`src/rtl/sdram_arb_pkg.sv`:
```
// Shared types and constants for the SDRAM port arbiter and its round-robin picker.
package sdram_arb_pkg;

  typedef enum logic [1:0] {
    ST_ARB     = 2'd0,
    ST_BUSY    = 2'd1,
    ST_RELEASE = 2'd2
  } arb_state_t;

  localparam int WMASK_W = 4;
  localparam int DATA_W  = 32;

  // Width of a port index; at least one bit so a 2-port build still has a usable index.
  function automatic int idx_width(input int n);
    for (int w = 1; w < 32; w++) begin
      if ((1 << w) >= n) return w;
    end
    return 32;
  endfunction

endpackage

```
`src/rtl/sdram_arb_rr_pick.sv`:
```
// Combinational round-robin picker: first request after i_last (wrapping) wins.
// With SDRAM_ARB_FIXED_PRIO_EN defined, port 0 always wins when requesting.
module sdram_arb_rr_pick #(
  parameter int NUM_PORTS = 3,
  parameter int IDX_W     = 2
) (
  input  logic [NUM_PORTS-1:0] i_req,
  input  logic [IDX_W-1:0]     i_last,
  output logic [NUM_PORTS-1:0] o_win_oh,
  output logic [IDX_W-1:0]     o_win_idx,
  output logic                 o_win_any
);

  logic w_found;

  always_comb begin
    o_win_oh  = '0;
    o_win_idx = '0;
    w_found   = 1'b0;
    // Scan last+1 .. last+NUM_PORTS so the previous winner is considered last.
    for (int i = 1; i <= NUM_PORTS; i++) begin
      for (int j = 0; j < NUM_PORTS; j++) begin
        if (!w_found && (j == (int'(i_last) + i) % NUM_PORTS) && i_req[j]) begin
          w_found     = 1'b1;
          o_win_oh[j] = 1'b1;
          o_win_idx   = IDX_W'(j);
        end
      end
    end
`ifdef SDRAM_ARB_FIXED_PRIO_EN
    if (i_req[0]) begin
      o_win_oh    = '0;
      o_win_oh[0] = 1'b1;
      o_win_idx   = '0;
    end
`endif
    o_win_any = |i_req;
  end

endmodule

```
`src/rtl/sdram_arbiter.sv`:
```
// Round-robin arbiter sharing one SDRAM controller port among NUM_PORTS requesters.
// Optional macro SDRAM_ARB_FIXED_PRIO_EN gives port 0 absolute priority.
module sdram_arbiter
  import sdram_arb_pkg::*;
#(
  parameter int NUM_PORTS  = 3,
  parameter int ADDR_WIDTH = 25
) (
  input  logic                            clk,
  input  logic                            reset,
  input  logic [NUM_PORTS-1:0]            req_valid,
  input  logic [NUM_PORTS*ADDR_WIDTH-1:0] req_addr,
  input  logic [NUM_PORTS*DATA_W-1:0]     req_din,
  input  logic [NUM_PORTS*WMASK_W-1:0]    req_wmask,
  output logic [NUM_PORTS-1:0]            req_ready,
  output logic [DATA_W-1:0]               req_dout,
  output logic                            mem_valid,
  output logic [ADDR_WIDTH-1:0]           mem_addr,
  output logic [DATA_W-1:0]               mem_din,
  output logic [WMASK_W-1:0]              mem_wmask,
  input  logic                            mem_ready,
  input  logic [DATA_W-1:0]               mem_dout
);

  localparam int IDX_W = idx_width(NUM_PORTS);

  arb_state_t             r_state;
  logic [IDX_W-1:0]       r_grant;
  logic [IDX_W-1:0]       r_last;
  logic [NUM_PORTS-1:0]   r_req_ready;
  logic [DATA_W-1:0]      r_req_dout;
  logic                   r_mem_valid;
  logic [ADDR_WIDTH-1:0]  r_mem_addr;
  logic [DATA_W-1:0]      r_mem_din;
  logic [WMASK_W-1:0]     r_mem_wmask;

  logic [NUM_PORTS-1:0]   w_win_oh;
  logic [IDX_W-1:0]       w_win_idx;
  logic                   w_win_any;
  logic [ADDR_WIDTH-1:0]  w_sel_addr;
  logic [DATA_W-1:0]      w_sel_din;
  logic [WMASK_W-1:0]     w_sel_wmask;

  sdram_arb_rr_pick #(
    .NUM_PORTS (NUM_PORTS),
    .IDX_W     (IDX_W)
  ) u_pick (
    .i_req     (req_valid),
    .i_last    (r_last),
    .o_win_oh  (w_win_oh),
    .o_win_idx (w_win_idx),
    .o_win_any (w_win_any)
  );

  always_comb begin
    w_sel_addr  = '0;
    w_sel_din   = '0;
    w_sel_wmask = '0;
    for (int j = 0; j < NUM_PORTS; j++) begin
      if (w_win_oh[j]) begin
        w_sel_addr  = req_addr[j*ADDR_WIDTH +: ADDR_WIDTH];
        w_sel_din   = req_din[j*DATA_W +: DATA_W];
        w_sel_wmask = req_wmask[j*WMASK_W +: WMASK_W];
      end
    end
  end

  always_ff @(posedge clk) begin
    if (reset) begin
      r_state     <= ST_ARB;
      r_grant     <= '0;
      r_last      <= IDX_W'(NUM_PORTS - 1);
      r_req_ready <= '0;
      r_req_dout  <= '0;
      r_mem_valid <= 1'b0;
      r_mem_addr  <= '0;
      r_mem_din   <= '0;
      r_mem_wmask <= '0;
    end else begin
      case (r_state)
        ST_ARB: begin
          if (w_win_any) begin
            r_grant     <= w_win_idx;
            r_last      <= w_win_idx;
            r_mem_addr  <= w_sel_addr;
            r_mem_din   <= w_sel_din;
            r_mem_wmask <= w_sel_wmask;
            r_mem_valid <= 1'b1;
            r_state     <= ST_BUSY;
          end
        end
        ST_BUSY: begin
          if (mem_ready) begin
            r_req_dout  <= mem_dout;
            r_mem_valid <= 1'b0;
            for (int j = 0; j < NUM_PORTS; j++) begin
              r_req_ready[j] <= (r_grant == IDX_W'(j));
            end
            r_state <= ST_RELEASE;
          end
        end
        ST_RELEASE: begin
          // Guard cycle: the served port still shows its stale valid here.
          r_req_ready <= '0;
          r_state     <= ST_ARB;
        end
        default: r_state <= ST_ARB;
      endcase
    end
  end

  assign req_ready = r_req_ready;
  assign req_dout  = r_req_dout;
  assign mem_valid = r_mem_valid;
  assign mem_addr  = r_mem_addr;
  assign mem_din   = r_mem_din;
  assign mem_wmask = r_mem_wmask;

endmodule

```
`config.mk`:
```
export PLATFORM = sky130hd
export DESIGN_NAME = sdram_arbiter
export DESIGN_NICKNAME = d
export VERILOG_FILES = /design/src/rtl/sdram_arb_pkg.sv /design/src/rtl/sdram_arb_rr_pick.sv /design/src/rtl/sdram_arbiter.sv
export SDC_FILE = /design/constraint.sdc
export NUM_CORES = 1
export LEC_CHECK = 0
export BUFFER_PORTS_ARGS = -buffer_cell sky130_fd_sc_hd__buf_4
export CORE_AREA = 5 5 120 122
export DETAILED_ROUTE_END_ITERATION = 6
export DIE_AREA = 0 0 125 127
export GPL_ROUTABILITY_DRIVEN = 1
export GPL_TIMING_DRIVEN = 1
export HOLD_SLACK_MARGIN = 0.02
export PLACE_DENSITY_LB_ADDON = 0.12
export SLEW_MARGIN = 20
export SYNTH_ARGS = -nofsm -noshare
export SYNTH_HDL_FRONTEND = slang
export SYNTH_SLANG_ARGS = --single-unit
```
`constraint.sdc`:
```
create_clock -name clk -period 2.1 [get_ports clk]
set_input_delay 0.105 -clock clk [delete_from_list [all_inputs] [get_ports clk]]
set_output_delay 0.105 -clock clk [all_outputs]
set_load 0.005 [all_outputs]
```
==> results.toml <==
[setup_path]
worstPathArrival_ns = 2.24
cp-end-kind = "flip-flop"
required_ns = 2.32
critPathLaunchType = "flip-flop"
critical_path_buf_inv_count = 2
reg2regPathDepth = 7
cp_max_fo = 33
worst-r2r-setup-slack_ns = 0.08
crit_chain = "inv_1 -> ha_2 -> and2_1 -> a31o_4 -> buf_12 -> a221oi_2 -> o2bb2ai_1"
regToRegStartpoint = "r_grant[0]"
critPathKind = "reg -> reg"
critPathTopFamily = "compound AO/OA/AOI/OAI gates"
slowest_delay_ns = 0.39
crit_slowest_cell = "dfxtp_1"
r2r_end = "mem_addr[2]"

[drt]
ant_nets = 0
drtPass1Iterations = 4
via_count = 5471
routed_wl_mm = 19.5
drc = 0
viasPerCell = 5.32
drt_iter0_markers = 273
wl_per_cell_um = 19.0

[die]
fp.coreArea_um2 = 13100
fp.dieH_um = 127
placementRows = 42
start_util_pct = 37.4
ios = 318
die-area_um2 = 15900
die_width_um = 125

[timing]
worstMarginPinSlew_ns = 0.552
fmax_mhz = 495
drv_slew = 0
post-route-period-util_pct = 96.2
whs_ns = 0.0321
final_hold_viol_count = 0
finClkSkew_ns = 0.0111
period_minus_slack_ns = 2.02
setup_viol = 0
slew_headroom_pct = 63.1

[pwr]
p_seq_share_pct = 38.4
irDropWorstVdd_uv = 464
total_power_mw = 5.88
p_int_mw = 4.12
p_sw_share_pct = 29.9
power.switching_mw = 1.76
pwr-share-clk_pct = 28.7
p_leak_nw = 3.57
p_per_area_nw_per_um2 = 689
pwr-share-comb_pct = 32.8

[global_routing]
grt_pass1_vias = 5658
gr-usage-all-layers_pct = 23.2
grt.overflow.total = 0
grt_pass1_wl_mm = 30.1
grt_max_degree = 62
antenna_found_initial = 0

[placed_design]
dp.cells = 934
gp_congestion = 0.819
port_buffers = 317
dp_hpwl_mm = 13.7
placed_area_um2 = 7420

[synthesis]
yosysMostFrequentCell = "dfxtp_1"
synth_top_area_share_pct = 41.7
ys_async_sr_fraction_pct = 0
synthesis.nets = 698
ys_seq_elements = 102
synth.area.top_cells = "dfxtp_1 (42%), a221oi_2 (18%), o2bb2ai_1 (9.5%)"
synth-seq-area-share_pct = 41.7
dominantRegCellSynth = "dfxtp_1"
yosys_warnings = 0
ys_types = 34
yosys-top-cells-count = "dfxtp_1 (102), nand2_1 (66), o21ai_0 (61)"
synth.avg_cell_area_um2 = 10.3
synthCells = 475
synth_area_um2 = 4890
synth-edff-count = 0
yosys.area.top_type = "dfxtp_1"

[clock_network]
cts_buffers = 9
clock-sinks = 102
cts_buffer_depth = 2
h-tree-depth = 3
cts_tree = "yes"
root_buffer = "clkbuf_16"
clk_latency_ns = 0.35
cts.clk_slew.worst_paths_ns = 0.07

[flow_run]
cap_violations = 0

[cells_and_area]
fin_nets = 1071
drive_gt1_share_pct = 50.2
final_design_area_no_fill_um2 = 8530
area_growth_pct = 74.3
fin_cells = 1029

[worst_hold_path]
whs_path_depth = 3
hold_class = "in -> reg"
min-delay-start = "req_din[46]"
hold_end = "mem_din[14]"

[outcome]
status = "completed"
[kinds of logic (layout without fill, tap and decap cells)]
logic type	Yosys count	after routing	share of synthesized area (%)
buf+inv	54	431	6.98
simple gates	85	85	7.44
flops	102	102	41.7
fa+ha+maj	2	2	0.511
other cells	0	1	0
compound gates	232	232	43.4
[through the flow]
stage | TNS (ns) | setup slack [ns] | util (%)
2_1_floorplan | 0 | 0.218 | -
3_3_place_gp | 0 | 0.147 | 56.7
3_5_place_dp | 0 | 0.0635 | 56.7
4_1_cts | 0 | 0.0495 | 65.0
5_1_grt | -0.00512 | -0.00512 | 65.2
6_report | 0 | 0.0803 | 65.2
[sequential cells by signal, indices dropped and copies added, names as in the netlist]
signal	flops
r_last	1
r_grant	2
mem_din	32
req_ready	3
mem_addr	25
req_dout	32
mem_valid	1
mem_wmask	4
r_state	2
[per-layer routing]
metal / global-route usage (%) / up-vias / wire, um
met4: 9.82 / 0 / 633
met2: 40.1 / 231 / 9770
met5: 0 / - / 0
met3: 6.14 / 45 / 1430
li1: - / 2574 / -
met1: 27.4 / 2621 / 7710
[worst max-delay path by stage]
stage	from	to	slack [ns]	cells after the start
6_report	r_grant[0]	mem_addr[2]	0.08	7
5_1_grt	r_grant[0]	mem_addr[2]	-0.005	7
4_1_cts	r_grant[0]	mem_din[3]	0.05	7
3_5_place_dp	r_grant[0]	mem_din[3]	0.06	7
3_3_place_gp	r_grant[0]	mem_din[23]	0.15	7
2_1_floorplan	r_grant[0]	mem_addr[19]	0.22	8
[cells in the final DEF, fill, tap and decap left out, types with 2 or more instances in the layout]
cell,instances
nor2_1,7
nor3_2,2
a22oi_1,2
or3_1,2
buf_4,323
o21ai_0,61
a21oi_1,37
buf_12,9
nand2_1,66
clkinvlp_4,3
a221oi_2,60
and2_1,2
o2bb2ai_1,53
dfxtp_1,102
inv_1,5
dlygate4sd3_1,78
inv_6,2
o2bb2ai_2,8
clkbuf_16,10
[power groups by stage]
stage | registers, mW | logic [mW] | clock network [mW]
after detailed placement | 2.30 | 1.79 | 0
after global routing | 2.28 | 2.08 | 1.84
after floorplan | 2.30 | 0.945 | 0
after global placement | 2.29 | 1.76 | 0
final | 2.26 | 1.93 | 1.69
after CTS | 2.26 | 1.92 | 1.74
[what timing repair did]
item	CTS	global route
gates resized for setup	0	1
hold buffers	78	0
endpoints found under the setup margin	0	41
buffers inserted	0	0
endpoints found under the hold margin	59	0
[tightest hold or removal path: cells and delay by family]
kind	cells	cell delay [ns]
compound gates	2	0.16
buf+inv	1	0.08
[layout make-up]
class,count,area (um2)
Timing Repair Buffer,411,3410
Fill cell,1019,4560
Sequential cell,102,2040
Antenna cell,1,2.50
Clock buffer,9,225
Clock inverter,6,70.1
Tap cell,176,220
Inverter,5,18.8
Multi-Input combinational cell,319,2540
(Power assumes the default switching activity.)
